**config.mk**
```make
export PLATFORM = sky130hd
export DESIGN_NAME = mem_frame_reader_flat
export DESIGN_NICKNAME = d
export VERILOG_FILES = /design/src/rtl/mem_frame_reader_pkg.sv /design/src/rtl/mem_frame_reader_if.sv /design/src/rtl/mem_frame_reader_fifo.sv /design/src/rtl/mem_frame_reader.sv /design/src/flat_wrapper.sv
export SDC_FILE = /design/constraint.sdc
export NUM_CORES = 1
export LEC_CHECK = 0
export BUFFER_PORTS_ARGS = -buffer_cell sky130_fd_sc_hd__buf_2
export CAP_MARGIN = 20
export CORE_UTILIZATION = 50
export CTS_BUF_LIST = sky130_fd_sc_hd__clkbuf_4 sky130_fd_sc_hd__clkbuf_8
export CTS_CLUSTER_SIZE = 10
export DETAILED_ROUTE_END_ITERATION = 16
export PLACE_DENSITY = 0.74
export SYNTH_ARGS = -nofsm -noshare
export SYNTH_HDL_FRONTEND = slang
export SYNTH_SLANG_ARGS = --single-unit
```
**constraint.sdc**
```tcl
create_clock -name i_clk -period 4.2 [get_ports i_clk]
set_clock_uncertainty 0.15 [all_clocks]
set_input_delay 0 -clock i_clk [delete_from_list [all_inputs] [get_ports i_clk]]
set_output_delay 0 -clock i_clk [all_outputs]
set_load 0.1 [all_outputs]
```
**src/rtl/mem_frame_reader_pkg.sv**
```systemverilog
// rtl/mem_frame_reader_pkg.sv - shared constants, types and round-robin helper for the frame reader
package mem_frame_reader_pkg;

    localparam int PORT_WIDTH = 4;
    localparam int ADDR_W     = 10;
    localparam int LEN_W      = 9;

    localparam logic [1:0] INFO_MID    = 2'b00;
    localparam logic [1:0] INFO_START  = 2'b01;
    localparam logic [1:0] INFO_END    = 2'b10;
    localparam logic [1:0] INFO_SINGLE = 2'b11;

    localparam int FIFO_W = 36;

    typedef enum logic [1:0] {
        ST_IDLE,
        ST_GRANT,
        ST_READ,
        ST_DRAIN
    } state_t;

    typedef struct packed {
        logic [31:0] data;
        logic [1:0]  info;
        logic [1:0]  extra;
    } fifo_word_t;

    // First requesting port after 'last' in cyclic order 0,1,2; lowest k wins.
    function automatic logic [1:0] rr_pick(input logic [2:0] req, input logic [1:0] last);
        int idx;
        rr_pick = last;
        for (int k = 3; k >= 1; k--) begin
            idx = (int'(last) + k) % 3;
            if (req[idx]) rr_pick = 2'(idx);
        end
    endfunction

endpackage

```
**src/rtl/mem_frame_reader_if.sv**
```systemverilog
// rtl/mem_frame_reader_if.sv - request, bank and egress signal bundle of the frame reader
interface mem_frame_reader_if #(
    parameter int pPORT_WIDTH = 4,
    parameter int pADDR_W     = 10,
    parameter int pLEN_W      = 9
);
    localparam int PN_W = $clog2(pPORT_WIDTH);

    logic [2:0]         i_req;
    logic [pADDR_W-1:0] i_addr_port1;
    logic [pADDR_W-1:0] i_addr_port2;
    logic [pADDR_W-1:0] i_addr_port3;
    logic [pLEN_W-1:0]  i_len_port1;
    logic [pLEN_W-1:0]  i_len_port2;
    logic [pLEN_W-1:0]  i_len_port3;
    logic [2:0]         o_ack;

    logic               o_mem_rd_en;
    logic [pADDR_W-1:0] o_mem_addr;
    logic [31:0]        i_mem_data;
    logic [1:0]         i_mem_info;
    logic [1:0]         i_mem_extra;

    logic [31:0]        o_data;
    logic [1:0]         o_info_port;
    logic [1:0]         o_extra_byte;
    logic [2:0]         o_valid;
    logic [2:0]         i_port_ready;
    logic [PN_W-1:0]    o_port_num;
    logic               o_done;
    logic               o_err;

    modport slave (
        input  i_req, i_addr_port1, i_addr_port2, i_addr_port3,
        input  i_len_port1, i_len_port2, i_len_port3,
        input  i_mem_data, i_mem_info, i_mem_extra, i_port_ready,
        output o_ack, o_mem_rd_en, o_mem_addr, o_data, o_info_port, o_extra_byte,
        output o_valid, o_port_num, o_done, o_err
    );

    modport master (
        output i_req, i_addr_port1, i_addr_port2, i_addr_port3,
        output i_len_port1, i_len_port2, i_len_port3,
        output i_mem_data, i_mem_info, i_mem_extra, i_port_ready,
        input  o_ack, o_mem_rd_en, o_mem_addr, o_data, o_info_port, o_extra_byte,
        input  o_valid, o_port_num, o_done, o_err
    );

endinterface

```
**src/rtl/mem_frame_reader_fifo.sv**
```systemverilog
// rtl/mem_frame_reader_fifo.sv - 3-entry return-word FIFO (mem_rd_fifo3) with occupancy count
module mem_rd_fifo3 #(
    parameter int W = 36
) (
    input  logic         clk,
    input  logic         reset,
    input  logic         push_i,
    input  logic [W-1:0] wdata_i,
    input  logic         pop_i,
    output logic [W-1:0] rdata_o,
    output logic [1:0]   count_o
);
    logic [W-1:0] mem_q [3];
    logic [1:0]   wr_q, rd_q, cnt_q;
    logic         do_push, do_pop;

    assign do_pop  = pop_i && (cnt_q != 2'd0);
    assign do_push = push_i && ((cnt_q != 2'd3) || do_pop);

    // Empty head reads as zero so the egress outputs are clean between frames.
    assign rdata_o = (cnt_q != 2'd0) ? mem_q[rd_q] : '0;
    assign count_o = cnt_q;

    always_ff @(posedge clk) begin
        if (do_push) mem_q[wr_q] <= wdata_i;
    end

    always_ff @(posedge clk) begin
        if (reset) begin
            wr_q  <= 2'd0;
            rd_q  <= 2'd0;
            cnt_q <= 2'd0;
        end else begin
            if (do_push) wr_q <= (wr_q == 2'd2) ? 2'd0 : wr_q + 2'd1;
            if (do_pop)  rd_q <= (rd_q == 2'd2) ? 2'd0 : rd_q + 2'd1;
            if (do_push && !do_pop)      cnt_q <= cnt_q + 2'd1;
            else if (do_pop && !do_push) cnt_q <= cnt_q - 2'd1;
        end
    end

endmodule

```
**src/rtl/mem_frame_reader.sv**
```systemverilog
// rtl/mem_frame_reader.sv - round-robin frame reader from a word bank to three egress ports
module mem_frame_reader
    import mem_frame_reader_pkg::*;
#(
    parameter int pPORT_WIDTH = PORT_WIDTH,
    parameter int pADDR_W     = ADDR_W,
    parameter int pLEN_W      = LEN_W
) (
    input  logic i_clk,
    input  logic i_reset,
    mem_frame_reader_if.slave bus
);
    localparam int PN_W = $clog2(pPORT_WIDTH);

    state_t             state_q;
    logic [1:0]         rr_last_q, port_q;
    logic [pADDR_W-1:0] addr_q;
    logic [pLEN_W-1:0]  rem_q, xfer_left_q;
    logic               first_q, inflight_q;
    logic [2:0]         ack_q;
    logic               done_q, err_q;

    logic [1:0]         pick;
    logic [pADDR_W-1:0] sel_addr;
    logic [pLEN_W-1:0]  sel_len;
    logic [2:0]         port_oh;
    logic               rd_en, pop;
    logic [1:0]         fifo_count;
    logic [FIFO_W-1:0]  fifo_rdata;
    fifo_word_t         head;

    mem_rd_fifo3 #(.W(FIFO_W)) u_fifo (
        .clk     (i_clk),
        .reset   (i_reset),
        .push_i  (inflight_q),
        .wdata_i ({bus.i_mem_data, bus.i_mem_info, bus.i_mem_extra}),
        .pop_i   (pop),
        .rdata_o (fifo_rdata),
        .count_o (fifo_count)
    );

    assign head    = fifo_word_t'(fifo_rdata);
    assign pick    = rr_pick(bus.i_req, rr_last_q);
    assign port_oh = 3'b001 << port_q;

    // Stored words plus the one in flight must leave room; a same-cycle pop is not credited.
    assign rd_en = (state_q == ST_READ) &&
                   (({1'b0, fifo_count} + {2'b00, inflight_q}) < 3'd3);
    assign pop   = (fifo_count != 2'd0) && ((bus.i_port_ready & port_oh) != 3'b000);

    always_comb begin
        sel_addr = bus.i_addr_port1;
        sel_len  = bus.i_len_port1;
        case (pick)
            2'd1: begin sel_addr = bus.i_addr_port2; sel_len = bus.i_len_port2; end
            2'd2: begin sel_addr = bus.i_addr_port3; sel_len = bus.i_len_port3; end
            default: ;
        endcase
    end

    always_ff @(posedge i_clk) begin
        if (i_reset) begin
            state_q     <= ST_IDLE;
            rr_last_q   <= 2'd2;
            port_q      <= 2'd0;
            addr_q      <= '0;
            rem_q       <= '0;
            xfer_left_q <= '0;
            first_q     <= 1'b0;
            inflight_q  <= 1'b0;
            ack_q       <= 3'b000;
            done_q      <= 1'b0;
            err_q       <= 1'b0;
        end else begin
            ack_q      <= 3'b000;
            done_q     <= 1'b0;
            err_q      <= 1'b0;
            inflight_q <= rd_en;
            if (rd_en) begin
                addr_q <= addr_q + 1'b1;
                rem_q  <= rem_q - 1'b1;
            end
            if (pop) begin
                first_q     <= 1'b0;
                xfer_left_q <= xfer_left_q - 1'b1;
                if ((first_q && !head.info[0]) ||
                    (xfer_left_q == pLEN_W'(1) && !head.info[1]))
                    err_q <= 1'b1;
            end
            case (state_q)
                ST_IDLE: begin
                    if (bus.i_req != 3'b000) begin
                        port_q      <= pick;
                        rr_last_q   <= pick;
                        addr_q      <= sel_addr;
                        rem_q       <= sel_len;
                        xfer_left_q <= sel_len;
                        first_q     <= 1'b1;
                        ack_q       <= 3'b001 << pick;
                        state_q     <= ST_GRANT;
                    end
                end
                ST_GRANT: state_q <= (rem_q == '0) ? ST_DRAIN : ST_READ;
                ST_READ: begin
                    if (rd_en && rem_q == pLEN_W'(1)) state_q <= ST_DRAIN;
                end
                ST_DRAIN: begin
                    if (fifo_count == 2'd0 && !inflight_q) begin
                        done_q  <= 1'b1;
                        state_q <= ST_IDLE;
                    end
                end
                default: state_q <= ST_IDLE;
            endcase
        end
    end

    assign bus.o_ack        = ack_q;
    assign bus.o_mem_rd_en  = rd_en;
    assign bus.o_mem_addr   = addr_q;
    assign bus.o_valid      = (fifo_count != 2'd0) ? port_oh : 3'b000;
    assign bus.o_data       = head.data;
    assign bus.o_info_port  = head.info;
    assign bus.o_extra_byte = head.extra;
    assign bus.o_port_num   = PN_W'(port_q);
    assign bus.o_done       = done_q;
    assign bus.o_err        = err_q;

endmodule
```
**src/flat_wrapper.sv**
```systemverilog
// flat-port wrapper written by rule: the top's interface ports become plain ports
module mem_frame_reader_flat import mem_frame_reader_pkg::*;
#(
    parameter int pPORT_WIDTH = PORT_WIDTH,
    parameter int pADDR_W     = ADDR_W,
    parameter int pLEN_W      = LEN_W
)
  (i_clk, i_reset, bus_i_req, bus_i_addr_port1, bus_i_addr_port2, bus_i_addr_port3, bus_i_len_port1, bus_i_len_port2, bus_i_len_port3, bus_i_mem_data, bus_i_mem_info, bus_i_mem_extra, bus_i_port_ready, bus_o_ack, bus_o_mem_rd_en, bus_o_mem_addr, bus_o_data, bus_o_info_port, bus_o_extra_byte, bus_o_valid, bus_o_port_num, bus_o_done, bus_o_err);
  mem_frame_reader_if #(.pPORT_WIDTH(pPORT_WIDTH), .pADDR_W(pADDR_W), .pLEN_W(pLEN_W)) bus_i ();
  input  logic i_clk;
  input  logic i_reset;
  input wire logic [$bits(bus_i.i_req)-1:0] bus_i_req;
  input wire logic [$bits(bus_i.i_addr_port1)-1:0] bus_i_addr_port1;
  input wire logic [$bits(bus_i.i_addr_port2)-1:0] bus_i_addr_port2;
  input wire logic [$bits(bus_i.i_addr_port3)-1:0] bus_i_addr_port3;
  input wire logic [$bits(bus_i.i_len_port1)-1:0] bus_i_len_port1;
  input wire logic [$bits(bus_i.i_len_port2)-1:0] bus_i_len_port2;
  input wire logic [$bits(bus_i.i_len_port3)-1:0] bus_i_len_port3;
  input wire logic [$bits(bus_i.i_mem_data)-1:0] bus_i_mem_data;
  input wire logic [$bits(bus_i.i_mem_info)-1:0] bus_i_mem_info;
  input wire logic [$bits(bus_i.i_mem_extra)-1:0] bus_i_mem_extra;
  input wire logic [$bits(bus_i.i_port_ready)-1:0] bus_i_port_ready;
  output wire logic [$bits(bus_i.o_ack)-1:0] bus_o_ack;
  output wire logic [$bits(bus_i.o_mem_rd_en)-1:0] bus_o_mem_rd_en;
  output wire logic [$bits(bus_i.o_mem_addr)-1:0] bus_o_mem_addr;
  output wire logic [$bits(bus_i.o_data)-1:0] bus_o_data;
  output wire logic [$bits(bus_i.o_info_port)-1:0] bus_o_info_port;
  output wire logic [$bits(bus_i.o_extra_byte)-1:0] bus_o_extra_byte;
  output wire logic [$bits(bus_i.o_valid)-1:0] bus_o_valid;
  output wire logic [$bits(bus_i.o_port_num)-1:0] bus_o_port_num;
  output wire logic [$bits(bus_i.o_done)-1:0] bus_o_done;
  output wire logic [$bits(bus_i.o_err)-1:0] bus_o_err;
  assign bus_i.i_req = bus_i_req;
  assign bus_i.i_addr_port1 = bus_i_addr_port1;
  assign bus_i.i_addr_port2 = bus_i_addr_port2;
  assign bus_i.i_addr_port3 = bus_i_addr_port3;
  assign bus_i.i_len_port1 = bus_i_len_port1;
  assign bus_i.i_len_port2 = bus_i_len_port2;
  assign bus_i.i_len_port3 = bus_i_len_port3;
  assign bus_i.i_mem_data = bus_i_mem_data;
  assign bus_i.i_mem_info = bus_i_mem_info;
  assign bus_i.i_mem_extra = bus_i_mem_extra;
  assign bus_i.i_port_ready = bus_i_port_ready;
  assign bus_o_ack = bus_i.o_ack;
  assign bus_o_mem_rd_en = bus_i.o_mem_rd_en;
  assign bus_o_mem_addr = bus_i.o_mem_addr;
  assign bus_o_data = bus_i.o_data;
  assign bus_o_info_port = bus_i.o_info_port;
  assign bus_o_extra_byte = bus_i.o_extra_byte;
  assign bus_o_valid = bus_i.o_valid;
  assign bus_o_port_num = bus_i.o_port_num;
  assign bus_o_done = bus_i.o_done;
  assign bus_o_err = bus_i.o_err;
  mem_frame_reader #(.pPORT_WIDTH(pPORT_WIDTH), .pADDR_W(pADDR_W), .pLEN_W(pLEN_W)) u_core (.i_clk(i_clk), .i_reset(i_reset), .bus(bus_i));
endmodule
```
==> summary.txt <==
Layout
  – # fillers: 1012
  – Final Core Density: 68.2%
  – Final nets: 974
  – Area grow syn2layout: 30.7%
  – Post-route design area: 9180 µm²
  – Share of layout cells above drive strength 1: 24.0%
  – Ant. Diodes: 0

STA
  – Hold Vio Cnt, Final: 0
  – F_max: 256 MHz
  – Tcrit/Tclk final: 92.9%
  – Setup violators final: 0
  – Final TNS setup: 0 ps
  – Least-Margin Pin Slew: 1130 ps
  – RSZ-0062 raised after global routing: false
  – Max-slew headroom: 23.6%
  – Crit path time final: 3900 ps
  – Max-slew violations: 0

Power and ir drop
  – Net Sw Power: 3.90 mW
  – Clock power share: 14.6%
  – Pwr Density: 824 nW/µm²
  – Gate power share: 58.3%
  – Seq pwr share: 27.1%
  – Max VDD drop: 0.000690 V
  – Pint: 3.66 mW
  – Switching Share: 51.6%
  – Leak: 3.65 nW

Job
  – Maxcap violations: 0

Min path
  – Hold path cells: 5
  – Worst Hold Class: input port to flop

Floorplanning
  – Core area: 13500 µm²
  – Rows: 42
  – Num ports: 158
  – Initial Util: 52.2%
  – Horiz. Die Dim: 121 µm
  – Die area: 14500 µm²
  – Die height: 121 µm

Synthesis
  – Mapped cell area: 7030 µm²
  – Top area cells in the synthesized netlist: edfxtp_1 46%, dfxtp_1 14%, mux2i_1 5.6%
  – Syn Inst Count: 628
  – Commonest cells post-synth: 108 x edfxtp_1, 99 x nor2_1, 52 x a21oi_1
  – FFs w/ async S/R, synth: 0%
  – Mean Syn Cell Area: 11.2 µm²
  – Synth area leader: edfxtp_1
  – Yosys top cell area share: 46.2%
  – Synth Warn #: 0
  – Synth Flop Type: edfxtp_1
  – Distinct cells, synth: 48
  – Yosys reg bits: 156
  – Count leader, synth: edfxtp_1
  – Sequential area share after synthesis: 59.8%
  – Number of synthesized flops with an enable pin: 108
  – Syn_nets: 747

Setup path
  – Crit end category: flop
  – Worst path max stage delay: 620 ps
  – Critical-path cell list: inv_1 > ha_1 > mux2i_1 > o22ai_1 > a21oi_1 > a31oi_1 > inv_1 > ha_2 > a22oi_1 > nor2_1 > a211oi_1 > dlygate4sd3_1 > a211oi_1
  – Critical path type: flop to flop
  – CP Buf/Inv Count: 3
  – Element type at the critical path start: flop
  – Crit path arrival time: 4040 ps
  – CP max FO: 19
  – Crit path max-delay family: compound AO/OA/AOI/OAI gates
  – R2R cell count: 13
  – CP max-delay cell: dlygate4sd3_1
  – Crit path required time: 4340 ps
  – Worst path depth: 13

Placement
  – DP HPWL: 10500 µm
  – GP Congestion: 0.852
  – Instance area at placement: 8000 µm²
  – IO Port Bufs: 157

Outcome
  – Status: completed

Clock network
  – Worst-skew pair later-pin latency: 450 ps
  – H-Tree Depth: 4
  – Clock transition at path regs: 80 ps
  – CTS max path bufs: 2
  – Inserted Clock Buffers: 17
  – # Post-CTS Setup Buffers: 0
  – Root Driver: clkbuf_8
  – CTS tree: built
  – CTS sink count: 156

Drt
  – Antenna viol nets, final: 0
  – Post-route DRC: 0
  – Routed vias: 5679
  – Routed WL per cell: 16.2 µm
  – Iter 0 DRT Violations: 423
  – Final wirelength: 16900 µm
  – Drt pass-1 iters: 5
  – Detail-routed via count per cell: 5.44

GRT
  – Tot GR Track Use: 23.9%
  – Vias in the first global route: 5768
  – First-pass GRT wire length: 26900 µm
  – Congestion Overflow GR: 0
  – Initial antenna violation count: 0
  – Largest net degree at the start of global routing: 46
worst reg2reg max path: stages, from the launching register on:
cell	delay [ps]
dfxtp_1	480
inv_1	150
ha_1	420
mux2i_1	160
o22ai_1	130
a21oi_1	60
a31oi_1	530
inv_1	110
ha_2	340
a22oi_1	220
nor2_1	70
a211oi_1	240
dlygate4sd3_1	620
a211oi_1	50
registers in the layout, summed over array words and instances (netlist names), named ones only:
| register | cells |
|---|---|
| u_core.bus.o_err | 1 |
| u_core.first_q | 1 |
| u_core.u_fifo.wr_q | 2 |
| u_core.bus.o_ack | 3 |
| u_core.bus.o_port_num | 2 |
| u_core.u_fifo.mem_q | 108 |
| u_core.state_q | 2 |
| u_core.inflight_q | 1 |
| u_core.bus.o_done | 1 |
| u_core.xfer_left_q | 9 |
| u_core.rr_last_q | 1 |
| u_core.rem_q | 9 |
| u_core.u_fifo.rd_q | 2 |
| u_core.bus.o_mem_addr | 10 |
| u_core.u_fifo.count_o | 2 |
cell families after synthesis:
family          Yosys count  synth area share, %
xor+xnor                 27                 3.37
fa+ha+maj                18                 3.21
simple gates            196                 13.0
compound gates          138                 12.1
buf+inv                  54                 2.96
flops                   156                 59.8
mux                      39                 5.56
metal layers:
metal | GRT usage [%] | vias to the layer above | share of wire [%]
met5 | 0 | - | 0
met4 | 10.6 | 0 | 2.2
met3 | 4.43 | 37 | 5.1
met2 | 41.8 | 200 | 52
met1 | 28.6 | 2710 | 41
li1 | - | 2732 | -
path summary, 6_finish.rpt:
path                                                from                  endpoint  slack (ps)
worst max-delay path            u_core.bus.o_port_num[0]  u_core.bus.o_mem_addr[0]         300
worst min-delay path                 bus_i_port_ready[0]                      flop         110
worst max register to register  u_core.bus.o_port_num[0]  u_core.bus.o_mem_addr[0]         300
worst min register to register     u_core.u_fifo.rd_q[1]                      flop         340
layout by cell type (no fill, tap or decap), types with 3 or more instances in the layout:
master	Yosys	layout
buf_2	1	157
edfxtp_1	108	108
nor2_1	99	98
dlygate4sd3_1	0	78
a21oi_1	52	52
dfxtp_1	48	46
mux2i_1	39	39
nand2_1	35	35
xor2_1	22	22
a22oi_1	19	19
o21ai_0	18	18
a211oi_1	18	18
inv_1	17	17
clkbuf_8	0	17
ha_1	18	16
nand3_1	12	12
o21ai_1	7	7
o22ai_1	7	7
buf_4	1	7
nor3_1	6	6
or3_1	6	6
and3_1	6	6
nand2b_1	5	5
xnor2_1	5	5
nor2b_1	4	4
nand3b_1	3	3
a31oi_1	3	3
a311oi_1	3	3
nand4b_1	3	3
nor4_1	3	3
o21bai_1	3	3
inv_6	0	3
clkinv_1	0	3
stage by stage:
stage | cells | setup WS (ps) | hold slack, ps | total power [mW]
finish | 1044 | 299 | 109 | 7.56
global route | 1044 | 13.5 | 111 | 7.94
CTS | 1044 | 109 | 89.3 | 7.46
detailed placement | 934 | 693 | 52.7 | 6.03
global placement | 934 | 917 | 48.0 | 5.92
floorplan | 628 | 514 | -51.1 | 5.29
power groups by stage:
stage | Clock (mW) | Combinational (mW) | Sequential (mW)
finish | 1.10 | 4.41 | 2.05
global route | 1.17 | 4.69 | 2.08
CTS | 1.11 | 4.30 | 2.05
detailed placement | 0 | 3.94 | 2.08
global placement | 0 | 3.85 | 2.07
floorplan | 0 | 2.90 | 2.38
final cells by class:
type / instances / area [µm²] / share of cell area (%)
clock buffer: 18 / 241 / 2.63
clock inverter: 14 / 143 / 1.55
inverter: 19 / 71.3 / 0.777
multi-input combinational: 418 / 2660 / 29.0
sequential: 156 / 4210 / 45.8
tap: 176 / 220 / 2.40
timing repair buffer: 243 / 1640 / 17.9
what timing repair did:
action	4_1_cts	5_1_grt
setup endpoints to repair	0	28
gates resized for setup	0	3
endpoints found under the hold margin	154	0
hold buffers	78	0
No activity file was read; power rests on OpenSTA's default activity.
